--- src/rtl/data_mem_stream_loader.sv ---
// data_mem_stream_loader: packs a byte stream little-endian into 32-bit words written to data memory.
// Optional running byte checksum output when DATA_MEM_LOADER_CHECKSUM_EN is defined.
module data_mem_stream_loader #(
    parameter int ADDR_W = 9,
    parameter int DEPTH  = 342,
    parameter int CNT_W  = 11
) (
    input  logic              clk,
    input  logic              reset,
    input  logic              start,
    input  logic [ADDR_W-1:0] base_addr,
    input  logic [CNT_W-1:0]  byte_count,
    output logic              busy,
    output logic              done,
    output logic              error,
    input  logic [7:0]        s_data,
    input  logic              s_valid,
    output logic              s_ready,
    output logic [ADDR_W-1:0] m_address,
    output logic [3:0]        m_byteenable,
    output logic              m_chipselect,
    output logic              m_write,
    output logic [31:0]       m_writedata,
`ifdef DATA_MEM_LOADER_CHECKSUM_EN
    output logic [31:0]       checksum,
`endif
    output logic              m_clken
);
    typedef enum logic [1:0] {IDLE, FILL, WRITE, DONE} state_t;
    localparam logic [ADDR_W:0] LAST = (ADDR_W+1)'(DEPTH - 1);
    state_t            state_q, state_d;
    logic [ADDR_W-1:0] ptr_q, ptr_d, addr_q, addr_d;
    logic [CNT_W-1:0]  rem_q, rem_d;
    logic [1:0]        idx_q, idx_d;
    logic [31:0]       buf_q, buf_d, wdata_q, wdata_d;
    logic [3:0]        lane_q, lane_d, be_q, be_d;
    logic              err_q, err_d;
    logic              acc, base_bad, ptr_ovf;
    logic [ADDR_W:0]   ptr_nxt;
    logic [31:0]       word;
    logic [3:0]        lanes;
    assign acc      = s_valid & s_ready;
    assign ptr_nxt  = {1'b0, ptr_q} + 1'b1;
    assign ptr_ovf  = ptr_nxt > LAST;
    assign base_bad = {1'b0, base_addr} > LAST;
    assign word     = buf_q | ({24'b0, s_data} << {idx_q, 3'b000});
    assign lanes    = lane_q | (4'b0001 << idx_q);
    always_comb begin
        state_d = state_q;
        ptr_d   = ptr_q;
        addr_d  = addr_q;
        rem_d   = rem_q;
        idx_d   = idx_q;
        buf_d   = buf_q;
        lane_d  = lane_q;
        wdata_d = wdata_q;
        be_d    = be_q;
        err_d   = err_q;
        case (state_q)
            IDLE: if (start) begin
                ptr_d   = base_addr;
                rem_d   = byte_count;
                idx_d   = '0;
                buf_d   = '0;
                lane_d  = '0;
                err_d   = base_bad;
                state_d = (base_bad || byte_count == '0) ? DONE : FILL;
            end
            FILL: if (acc) begin
                rem_d  = rem_q - 1'b1;
                idx_d  = idx_q + 2'd1;
                buf_d  = word;
                lane_d = lanes;
                // Output word registers load only here so they hold steady outside WRITE
                if (idx_q == 2'd3 || rem_q == CNT_W'(1)) begin
                    state_d = WRITE;
                    addr_d  = ptr_q;
                    wdata_d = word;
                    be_d    = lanes;
                end
            end
            WRITE: begin
                ptr_d   = ptr_nxt[ADDR_W-1:0];
                idx_d   = '0;
                buf_d   = '0;
                lane_d  = '0;
                err_d   = rem_q != '0 && ptr_ovf;
                state_d = (rem_q == '0 || ptr_ovf) ? DONE : FILL;
            end
            DONE: state_d = IDLE;
        endcase
    end
    always_ff @(posedge clk or posedge reset) begin
        if (reset) begin
            state_q <= IDLE;
            ptr_q   <= '0;
            addr_q  <= '0;
            rem_q   <= '0;
            idx_q   <= '0;
            buf_q   <= '0;
            lane_q  <= '0;
            wdata_q <= '0;
            be_q    <= '0;
            err_q   <= 1'b0;
        end else begin
            state_q <= state_d;
            ptr_q   <= ptr_d;
            addr_q  <= addr_d;
            rem_q   <= rem_d;
            idx_q   <= idx_d;
            buf_q   <= buf_d;
            lane_q  <= lane_d;
            wdata_q <= wdata_d;
            be_q    <= be_d;
            err_q   <= err_d;
        end
    end
`ifdef DATA_MEM_LOADER_CHECKSUM_EN
    logic [31:0] sum_q;
    always_ff @(posedge clk or posedge reset) begin
        if (reset) sum_q <= '0;
        else if (state_q == IDLE && start) sum_q <= '0;
        else if (acc) sum_q <= sum_q + {24'b0, s_data};
    end
    assign checksum = sum_q;
`endif
    assign busy         = state_q != IDLE;
    assign done         = state_q == DONE;
    assign error        = err_q;
    assign s_ready      = state_q == FILL;
    assign m_write      = state_q == WRITE;
    assign m_chipselect = m_write;
    assign m_address    = addr_q;
    assign m_byteenable = be_q;
    assign m_writedata  = wdata_q;
    assign m_clken      = ~reset;
endmodule

--- config.mk ---
export PLATFORM = sky130hd
export DESIGN_NAME = data_mem_stream_loader
export DESIGN_NICKNAME = d
export VERILOG_FILES = /design/src/rtl/data_mem_stream_loader.sv
export SDC_FILE = /design/constraint.sdc
export NUM_CORES = 1
export LEC_CHECK = 0
export CAP_MARGIN = 20
export CORE_MARGIN = 4
export CORE_UTILIZATION = 59
export CTS_BUF_LIST = sky130_fd_sc_hd__clkbuf_4 sky130_fd_sc_hd__clkbuf_8
export DETAILED_ROUTE_END_ITERATION = 10
export PLACE_DENSITY = 0.87
export SLEW_MARGIN = 20
export SYNTH_ARGS = -nofsm -noshare
export SYNTH_HDL_FRONTEND = slang
export SYNTH_SLANG_ARGS = --single-unit
--- constraint.sdc ---
create_clock -name clk -period 6.7 [get_ports clk]
set_clock_uncertainty 0.1 [all_clocks]
set_input_delay 1.005 -clock clk [delete_from_list [all_inputs] [get_ports clk]]
set_output_delay 1.005 -clock clk [all_outputs]
set_load 0.005 [all_outputs]
==> out/metrics.csv <==
stage;metric;value;unit
placed_design;Buffers on Ports;83;
finish;final core utilization;74.37;%
die;Initial Util;61.83;%
cts;clk_lat worst skew;360;ps
run;Max Cap Viol;0;
drt;highest routed layer;met4;
placed_design;DP Worst Slack;3080;ps
sta;Setup violations, final;0;
sta;f_max;266.8;MHz
yosys;Mapped Area;4877;µm²
yosys;Post-Syn Nets;568;
die;core area;7888;µm²
drt;drt first pass iters;5;
sta;Tmin final;3748;ps
drt;final WL;11170;µm
yosys;average size of a mapped cell;9.255;µm²
cts;Clk pin slew, worst setup/hold paths;100;ps
sta;hold_ws;400.0;ps
drt;DRC Markers;0;
placed_design;hpwl dp;7786;µm
yosys;Synth area leaders;dfrtp_1 54%, a21oi_1 13%, nor2_1 7.9%;
placed_design;placed cells;679;
die;I/O pin count;84;
global_route;total global-route track usage;23.41;%
global_route;number of global-route vias before repair;3863;
sta;setup_tns;0;ps
sta;final setup margin;2952;ps
cts;htree depth;3;
status;status;completed;
die;Die H;98.92;µm
yosys;sequential-to-total area share from yosys stat;54.39;%
die;# rows;32;
cts;CTS buffer count;9;
drt;WL met3;698;µm
global_route;largest net degree at the start of global routing;67;
sta;Slew Limit Fails;0;
yosys;Synth top area share;54.39;%
power_and_ir_drop;Pwr Density;447.7;nW/µm²
cts;clock sinks;106;
finish;share of layout cells above drive strength 1;5.743;%
sta;unrepaired setup endpoints after global routing;false;
setup_path;arrival time worst endpoint;2640;ps
yosys;EDFF count, synth;0;
power_and_ir_drop;leakage;2.513;nW
finish;Non-Filler Instances;694;
drt;Metal-1 WL;4852;µm
drt;vias per cell;5.967;
finish;Area Growth Syn to Fin;20.27;%
cts;TritonCTS clock tree;yes;
finish;nets;629;
placed_design;GP Congestion;0.8658;
yosys;Yosys top cell by area;dfrtp_1;
cts;CTS Hold Bufs;0;
finish;ANT cells;0;
drt;Routed Antenna Nets;0;
yosys;Cells after Synth;527;
yosys;synth unique cells;46;
global_route;total gr overflow;0;
die;DIE WIDTH;98.92;µm
drt;Initial DRC Count;369;
worst_hold_path;HP Class;flip-flop to flip-flop;
drt;DR WL/cell;16.09;µm
cts;postcts setup bufs;0;
yosys;asr flop ratio synth;100.0;%
cts;CTS Root Cell;clkbuf_8;
sta;Rel. slew slack;47.27;%
die;Die Area;9785;µm²
setup_path;reg-to-reg slack, setup;3160;ps
yosys;Ys Warns;0;
global_route;global-route wire length before repair;18800;µm
cts;CTS resizes;0;
drt;met2 routed WL;5471;µm
sta;Final Hold Vio Count;0;
yosys;most used flip-flop cell after synthesis;dfrtp_1;
setup_path;crit start category;flip-flop;
global_route;initial antenna violation count;0;
yosys;#FFs+latches synth;106;
sta;Least-Margin Pin Slew;790.9;ps
setup_path;CP required;5590;ps
power_and_ir_drop;Max IR drop VDD;0.0002354;V
sta;period utilization;55.94;%
setup_path;crit end category;primary output;
cts;Longest Clk Path Bufs;2;
setup_path;Critical Setup Path Class;flip-flop to primary output;
setup_path;crit-path max FO;21;
drt;via count;4141;
layout by cell type (no fill, tap or decap), types with 2 or more instances in the layout:
| cell | instances |
|---|---|
| o22a_1 | 4 |
| a22oi_1 | 4 |
| buf_4 | 3 |
| inv_1 | 13 |
| nor4b_1 | 2 |
| clkinvlp_4 | 3 |
| o21ai_1 | 3 |
| dfrtp_1 | 106 |
| a31oi_1 | 8 |
| nor4_1 | 4 |
| or2_2 | 2 |
| clkbuf_8 | 10 |
| nor2_1 | 101 |
| a211oi_1 | 3 |
| mux2_2 | 2 |
| nor3_2 | 4 |
| nand3_1 | 9 |
| o22ai_1 | 6 |
| and3_1 | 3 |
| mux2_1 | 4 |
| nor3_1 | 5 |
| nand2_1 | 17 |
| o21ai_0 | 27 |
| nand2b_1 | 4 |
| and2_1 | 4 |
| clkdlybuf4s50_1 | 83 |
| a21oi_1 | 126 |
| ha_1 | 9 |
| o31a_1 | 3 |
state kept, by name, summed over array words and instances (netlist names):
register / cells
ptr_q: 9
idx_q: 2
buf_q: 32
m_byteenable: 4
m_writedata: 32
rem_q: 11
error: 1
m_address: 9
lane_q: 4
state_q: 2
Yosys cell counts, types with 3 or more instances:
cell      instances
o21ai_1           3
a22oi_1           4
buf_4             8
a211oi_1          3
nand3_1           9
mux2_1            4
nor2_1          102
o22ai_1           6
o22a_1            4
dfrtp_1         106
nand2_1          17
nor4_1            4
o21ai_0          27
and3_1            3
ha_1              9
a21oi_1         126
nor3_2            4
clkbuf_1         17
inv_1            14
a31oi_1           8
buf_1             8
o31a_1            3
nor3_1            5
nand2b_1          4
and2_1            4
critical path, stage by stage (launching register included):
cell             delay [ps]
dfrtp_1                 680
nand2b_1                630
inv_1                   420
clkdlybuf4s50_1         550
layout make-up:
class | count | area [µm²]
clock buffers | 10 | 137.6
clock inverters | 5 | 40.04
fillers | 558 | 2022
inverters | 15 | 58.81
multi-input cells | 370 | 1996
flip-flops and latches | 106 | 2653
well taps | 102 | 127.6
repair buffers | 86 | 853.3
metal layers:
layer | GRT usage [%] | up-vias
met2 | 37.19 | 168
met1 | 33.90 | 1995
met5 | 0 | -
li1 | - | 1959
met4 | 6.303 | 0
met3 | 3.539 | 19
where the power goes:
part / internal, mW / switching, mW
logic: 0.554 / 0.565
clock network: 0.145 / 0.217
registers: 0.908 / 0.237
total: 1.61 / 1.02
final timing paths:
check | cells after the start | start | end
hold reg to reg | 1 | m_address[2]$_DFFE_PP0P_ | m_address[2]$_DFFE_PP0P_
setup / recovery | 3 | state_q[1]$_DFFE_PP0P_ | s_ready
hold / removal | 1 | m_address[2]$_DFFE_PP0P_ | m_address[2]$_DFFE_PP0P_
setup reg to reg | 6 | state_q[1]$_DFFE_PP0P_ | m_address[8]$_DFFE_PP0P_
min in group asynchronous | 2 | reset | m_address[6]$_DFFE_PP0P_
max in group asynchronous | 3 | reset | m_writedata[2]$_DFFE_PP0P_
kinds of logic after synthesis:
group,count (synthesis),synth area share (%)
flip-flops,106,54.39
adder cells (fa/ha/maj),9,2.309
buffers and inverters,51,4.746
multiplexers,7,1.590
AND/OR/NAND/NOR,163,15.50
AO/OA/AOI/OAI,191,21.47
stage by stage:
stage                     instance area (µm²)  power, mW
after floorplan                          4877      1.782
after global placement                   5688      2.217
after detailed placement                 5688      2.270
after CTS                                5866      2.632
after global routing                     5866      2.831
final                                    5866      2.626
Note: power is estimated with default switching activity, not from simulation.
